## config.mk

```make
export PLATFORM = sky130hd
export DESIGN_NAME = banked_control_unit
export DESIGN_NICKNAME = d
export VERILOG_FILES = /design/src/rtl/cu_pkg.sv /design/src/rtl/addr_sweep_counter.sv /design/src/rtl/banked_control_unit.sv
export SDC_FILE = /design/constraint.sdc
export NUM_CORES = 1
export LEC_CHECK = 0
export BUFFER_PORTS_ARGS = -buffer_cell sky130_fd_sc_hd__buf_2
export CAP_MARGIN = 25
export CORE_UTILIZATION = 40
export DETAILED_ROUTE_END_ITERATION = 6
export GPL_ROUTABILITY_DRIVEN = 0
export GPL_TIMING_DRIVEN = 0
export PLACE_DENSITY = 0.66
export SKIP_LAST_GASP = 1
export SLEW_MARGIN = 20
export SYNTH_ARGS = -nofsm -noshare
export SYNTH_HDL_FRONTEND = slang
export SYNTH_HIERARCHICAL = 1
export SYNTH_SLANG_ARGS = --single-unit
export TNS_END_PERCENT = 20
```

## constraint.sdc

```tcl
create_clock -name clk -period 2.9 [get_ports clk]
set_clock_uncertainty 0.15 [all_clocks]
set_input_delay 0.87 -clock clk [delete_from_list [all_inputs] [get_ports clk]]
set_output_delay 0.87 -clock clk [all_outputs]
set_load 0.05 [all_outputs]
```

## src/rtl/cu_pkg.sv

```systemverilog
// Shared definitions for the banked control unit: FSM state encoding and a
// width helper that never returns zero, so single-entry ranges still get a 1-bit field.
package cu_pkg;

  typedef enum logic [1:0] {
    S_IDLE    = 2'd0,
    S_LOAD    = 2'd1,
    S_COMPUTE = 2'd2,
    S_DRAIN   = 2'd3
  } cu_state_e;

  function automatic int unsigned clog2_min1(input int unsigned n);
    return (n <= 1) ? 1 : $clog2(n);
  endfunction

endpackage

```

## src/rtl/addr_sweep_counter.sv

```systemverilog
// Two-level word/bank sweep counter: address runs 0..DEPTH-1 and carries into the
// bank index 0..BANKS-1; 'last' flags the final word of the final bank.
module addr_sweep_counter import cu_pkg::*; #(
  parameter int unsigned DEPTH  = 4,
  parameter int unsigned BANKS  = 2,
  localparam int unsigned ADDR_W = clog2_min1(DEPTH),
  localparam int unsigned BANK_W = clog2_min1(BANKS)
) (
  input  logic              clk,
  input  logic              rst_n,
  input  logic              clr_i,
  input  logic              adv_i,
  output logic [ADDR_W-1:0] addr_o,
  output logic [BANK_W-1:0] bank_o,
  output logic              last_o
);

  localparam logic [ADDR_W-1:0] LAST_ADDR = ADDR_W'(DEPTH - 1);
  localparam logic [BANK_W-1:0] LAST_BANK = BANK_W'(BANKS - 1);

  logic [ADDR_W-1:0] addr_q, addr_d;
  logic [BANK_W-1:0] bank_q, bank_d;

  // NOTE: next-state values get a default first so no path through this block infers a latch.
  always_comb begin
    addr_d = addr_q;
    bank_d = bank_q;
    if (clr_i) begin
      addr_d = '0;
      bank_d = '0;
    end else if (adv_i) begin
      if (addr_q == LAST_ADDR) begin
        addr_d = '0;
        bank_d = (bank_q == LAST_BANK) ? '0 : bank_q + 1'b1;
      end else begin
        addr_d = addr_q + 1'b1;
      end
    end
  end

  // NOTE: state registers use non-blocking assignments so every flop samples pre-edge values.
  always_ff @(posedge clk or negedge rst_n) begin
    if (!rst_n) begin
      addr_q <= '0;
      bank_q <= '0;
    end else begin
      addr_q <= addr_d;
      bank_q <= bank_d;
    end
  end

  assign addr_o = addr_q;
  assign bank_o = bank_q;
  assign last_o = (addr_q == LAST_ADDR) && (bank_q == LAST_BANK);

endmodule

```

## src/rtl/banked_control_unit.sv

```systemverilog
// Load -> compute -> drain sequencer over NUM_BANKS BRAM banks, with stall
// back-pressure, synchronous abort and continuous back-to-back runs.
module banked_control_unit import cu_pkg::*; #(
  parameter int unsigned BRAM_DEPTH = 4,
  parameter int unsigned NUM_BANKS  = 2,
  parameter int unsigned PIPE_LAT   = 3,
  localparam int unsigned ADDR_W    = clog2_min1(BRAM_DEPTH),
  localparam int unsigned BANK_W    = clog2_min1(NUM_BANKS)
) (
  input  logic              clk,
  input  logic              reset,
  input  logic              enable,
  input  logic              cont_mode,
  input  logic              stall,
  input  logic              abort,
  output logic              busy,
  output logic              write_mode,
  output logic              enable_cu,
  output logic [BANK_W-1:0] bank_sel,
  output logic [ADDR_W-1:0] address,
  output logic              compute_ready
);

  localparam int unsigned        DRAIN_W    = clog2_min1(PIPE_LAT + 1);
  localparam logic [DRAIN_W-1:0] DRAIN_LAST = DRAIN_W'((PIPE_LAT > 0) ? PIPE_LAT - 1 : 0);
  localparam bit                 NO_DRAIN   = (PIPE_LAT == 0);

  cu_state_e          state_q;
  logic               busy_q;
  logic               write_mode_q;
  logic               ready_q;
  logic [DRAIN_W-1:0] drain_q;

  logic sweeping;
  logic adv;
  logic sweep_last;
  logic sweep_done;
  logic run_done;
  logic sweep_clr;

  assign sweeping   = (state_q == S_LOAD) || (state_q == S_COMPUTE);
  assign adv        = sweeping && !stall && !abort;
  assign sweep_done = adv && sweep_last;
  // Counter sits at 0 outside the sweep so DRAIN/IDLE drive address/bank 0.
  assign sweep_clr  = abort || !sweeping || sweep_done;

  assign run_done = !abort &&
                    (((state_q == S_COMPUTE) && sweep_done && NO_DRAIN) ||
                     ((state_q == S_DRAIN) && (drain_q == DRAIN_LAST)));

  addr_sweep_counter #(
    .DEPTH (BRAM_DEPTH),
    .BANKS (NUM_BANKS)
  ) u_sweep (
    .clk    (clk),
    .rst_n  (reset),
    .clr_i  (sweep_clr),
    .adv_i  (adv),
    .addr_o (address),
    .bank_o (bank_sel),
    .last_o (sweep_last)
  );

  always_ff @(posedge clk or negedge reset) begin
    if (!reset) begin
      state_q      <= S_IDLE;
      busy_q       <= 1'b0;
      write_mode_q <= 1'b0;
      ready_q      <= 1'b0;
      drain_q      <= '0;
    end else begin
      ready_q <= run_done;
      if (abort) begin
        state_q      <= S_IDLE;
        busy_q       <= 1'b0;
        write_mode_q <= 1'b0;
        drain_q      <= '0;
      end else if (run_done) begin
        state_q      <= cont_mode ? S_LOAD : S_IDLE;
        busy_q       <= cont_mode;
        write_mode_q <= cont_mode;
        drain_q      <= '0;
      end else begin
        unique case (state_q)
          S_IDLE: begin
            if (enable) begin
              state_q      <= S_LOAD;
              busy_q       <= 1'b1;
              write_mode_q <= 1'b1;
            end
          end
          S_LOAD: begin
            if (sweep_done) begin
              state_q      <= S_COMPUTE;
              write_mode_q <= 1'b0;
            end
          end
          S_COMPUTE: begin
            if (sweep_done) begin
              state_q <= S_DRAIN;
              drain_q <= '0;
            end
          end
          S_DRAIN: begin
            drain_q <= drain_q + 1'b1;
          end
          default: begin
            state_q      <= S_IDLE;
            busy_q       <= 1'b0;
            write_mode_q <= 1'b0;
          end
        endcase
      end
    end
  end

  assign busy          = busy_q;
  assign write_mode    = write_mode_q;
  assign compute_ready = ready_q;
  assign enable_cu     = (state_q == S_COMPUTE) && !stall;

endmodule
```

==> results by group <==
Clocking
  • Clock Sinks: 10
  • Root buf cell: clkbuf_4
  • # hold bufs at CTS: 0
  • # Post-CTS Setup Buffers: 0
  • Number of buffers created by CTS: 3
  • Post_cts resized: 0
  • Clock transition at the registers of the reported paths: roughly 0.070 ns
  • Insertion delay to the later sink of the worst-skew pair: 0.26 ns
  • H-tree Lvls: 1
  • CTS max path bufs: 2
  • CTS tree: yes

Synthesis
  • Post-synth EDFFs: 0
  • Area leader, netlist: dfrtp_1
  • Synth Area in Adders: 11.5%
  • Synth area leaders: dfrtp_1 (38%), ha_1 (11%), nand4bb_4 (4.2%)
  • Synth top cells by count: dfrtp_1 (10), nor2_1 (7), ha_1 (6)
  • Yosys warns: 6
  • Register bit total from synthesis: 10
  • Primary FF master, synth: dfrtp_1
  • Post-Synthesis Cell Area: 653 µm²
  • Net count after synthesis: 73
  • Count leader, synth: dfrtp_1
  • Post-synthesis mux area share: 8.81%
  • Number of library cell types mapped by synthesis: 28
  • Cells after synthesis: 61
  • Largest family of logic cells by synthesized area: simple AND/OR/NAND/NOR gates
  • Avg Cell Area, Syn: 10.7 µm²
  • Simple-Gate Fraction of Synth Area: between 20% and 30%
  • Post-synthesis compound-gate area fraction: approximately 14%
  • Seq/Total Area, Yosys: between 30% and 40%
  • Top cell type's share of synthesized area: a little under two fifths
  • FFs w/ async S/R, synth: 100%
  • Synth Area in XOR/XNOR: 0%

Timing
  • Slew Viols, Final: 0
  • Final Hold Fails: 0
  • Slew HR: between 60% and 70%
  • Final Cycle Share: about 84%
  • Final setup TNS: 0 ns
  • F_max: between 400 and 500 MHz
  • Actual slew at the worst max-slew pin: ~0.57 ns
  • Final Setup Violations: 0
  • Worst setup margin: 0.468 ns
  • RSZ-0062 raised after global routing: no
  • Min cycle time layout: between 2 and 2.5 ns

GRT
  • Total track usage: between 10% and 20%
  • GR Overflow Total: 0
  • Initial antenna violation count: 0
  • Vias in the first global route: about 470
  • First-pass GRT wire length: 1990 µm
  • Largest net degree at the start of global routing: 11

Setup path
  • CP Max Fanout: 4
  • CP arrival: 1.41 ns
  • Crit Path Class: flop to primary output
  • CP Launch Type: flop
  • CP Capture Type: primary output
  • CP required: about 1.9 ns

Die
  • Row Count: 14
  • Chip Width: approximately 42 µm
  • Initial Util: between 40% and 50%
  • I/O pin total: 13
  • Die area: around 1800 µm²
  • Total core area: around 1500 µm²
  • Die height: approximately 42 µm

Placement
  • Setup WS pre-CTS: about 0.55 ns
  • # port buffers: 11
  • Placed insts: 88
  • Dpl hpwl: between 800 and 900 µm

Route
  • Vias/cell: ~5.4
  • WL final: 1130 µm
  • First-pass DRT Iterations: 4
  • DR WL/cell: around 12 µm
  • Final ANT Viol Nets: 0
  • DRC viols: 0
  • Initial DRC count: 4
  • Vias: around 500

Power and ir drop
  • Tot Pwr: ~0.57 mW
  • Peak supply drop: about 0.00034 V
  • P_leak: between 0.3 and 0.4 nW
  • Pwr dens: between 700 and 800 nW/µm²

Job
  • Max_cap viols: 0

Cells and area
  • Finished Core Util: 50.2%
  • Layout cells sized above 1: 30.3%
  • Ant diodes: 0
  • Area Overhead vs Synth: 17.0%
  • Nets: roughly 90
  • Non-Filler Instances: 92

Outcome
  • Outcome: completed

Worst hold path
  • Min-delay worst type: input pin to async pin
-- cell families after synthesis --
family | after synthesis
AO/OA/AOI/OAI | 12
buffers and inverters | 5
multiplexers | 5
AND/OR/NAND/NOR | 23
flip-flops | 10
adder cells (fa/ha/maj) | 6
-- cells in the final DEF (no fill, tap or decap) --
master | Yosys | routed
nand3_1 | 1 | 1
buf_2 | 0 | 11
nor2b_1 | 2 | 2
o311a_1 | 1 | 1
or3b_1 | 1 | 1
clkbuf_8 | 0 | 1
nand2b_1 | 1 | 1
or4bb_1 | 1 | 1
o31ai_1 | 1 | 1
and2_1 | 1 | 1
a211oi_1 | 3 | 3
nand2_1 | 4 | 4
a21bo_2 | 1 | 1
ha_1 | 6 | 6
and3b_1 | 1 | 1
nor2_1 | 7 | 7
dfrtp_1 | 10 | 10
a21oi_2 | 1 | 1
mux2_2 | 2 | 2
o32a_1 | 1 | 1
or3b_2 | 1 | 1
mux2i_1 | 2 | 2
nand3b_1 | 1 | 1
nor3b_1 | 1 | 1
clkbuf_4 | 0 | 3
buf_6 | 1 | 1
nand4bb_4 | 1 | 1
a41oi_1 | 1 | 1
inv_1 | 4 | 4
a21oi_1 | 3 | 3
mux2_4 | 1 | 1
-- layout make-up --
| class | count | area [µm²] |
|---|---|---|
| fill | 136 | 759 |
| timing repair buffer | 11 | 55.1 |
| buffer | 1 | 11.3 |
| multi-input combinational | 46 | 377 |
| inverter | 4 | 15.0 |
| sequential | 10 | 250 |
| clock buffer | 4 | 36.3 |
| tap | 16 | 20.0 |
-- final timing paths --
check / start / endpoint / slack, ns / cells after the start
worst max-delay path: state_q[0] / enable_cu / 0.47 / 4
worst min-delay path: reset / drain_q[0] / 0.30 / 1
worst max register to register: state_q[0] / u_sweep/addr_o[0] / 0.74 / 5
worst min register to register: drain_q[1] / drain_q[1] / 0.37 / 1
max in group asynchronous: reset / busy / 2.11 / 1
min in group clk: drain_q[1] / drain_q[1] / 0.37 / 1
-- metrics by stage --
stage / area (µm²) / hold WS, ns
2_1_floorplan: 653 / 0.335
3_3_place_gp: 728 / 0.346
3_5_place_dp: 728 / 0.356
4_1_cts: 764 / 0.302
5_1_grt: 764 / 0.322
6_report: 764 / 0.303
-- layer usage --
metal  GRT usage [%]  part of all wire, %
met1            20.5                   50
met3            3.88                  2.6
met5               0                    0
met2            21.2                   46
met4            9.38                  1.2
-- registers in the layout, indices dropped and copies added, names as in the netlist --
register / count
write_mode: 1
compute_ready: 1
busy: 1
drain_q: 2
state_q: 2
u_sweep/addr_o: 2
u_sweep/bank_o: 1
-- worst max-delay path, cell delays in order (launching register included) --
cell and delay [ns]:
dfrtp_1 0.43, inv_1 0.10, ha_1 0.22, nor2b_1 0.14
buf_2 0.26
-- power by group --
part	internal [mW]	switching (mW)	total (mW)
sequential	0.163	0.0216	0.184
combinational	0.100	0.155	0.255
clock	0.0762	0.0493	0.126
No activity file was read; power rests on OpenSTA's default activity.
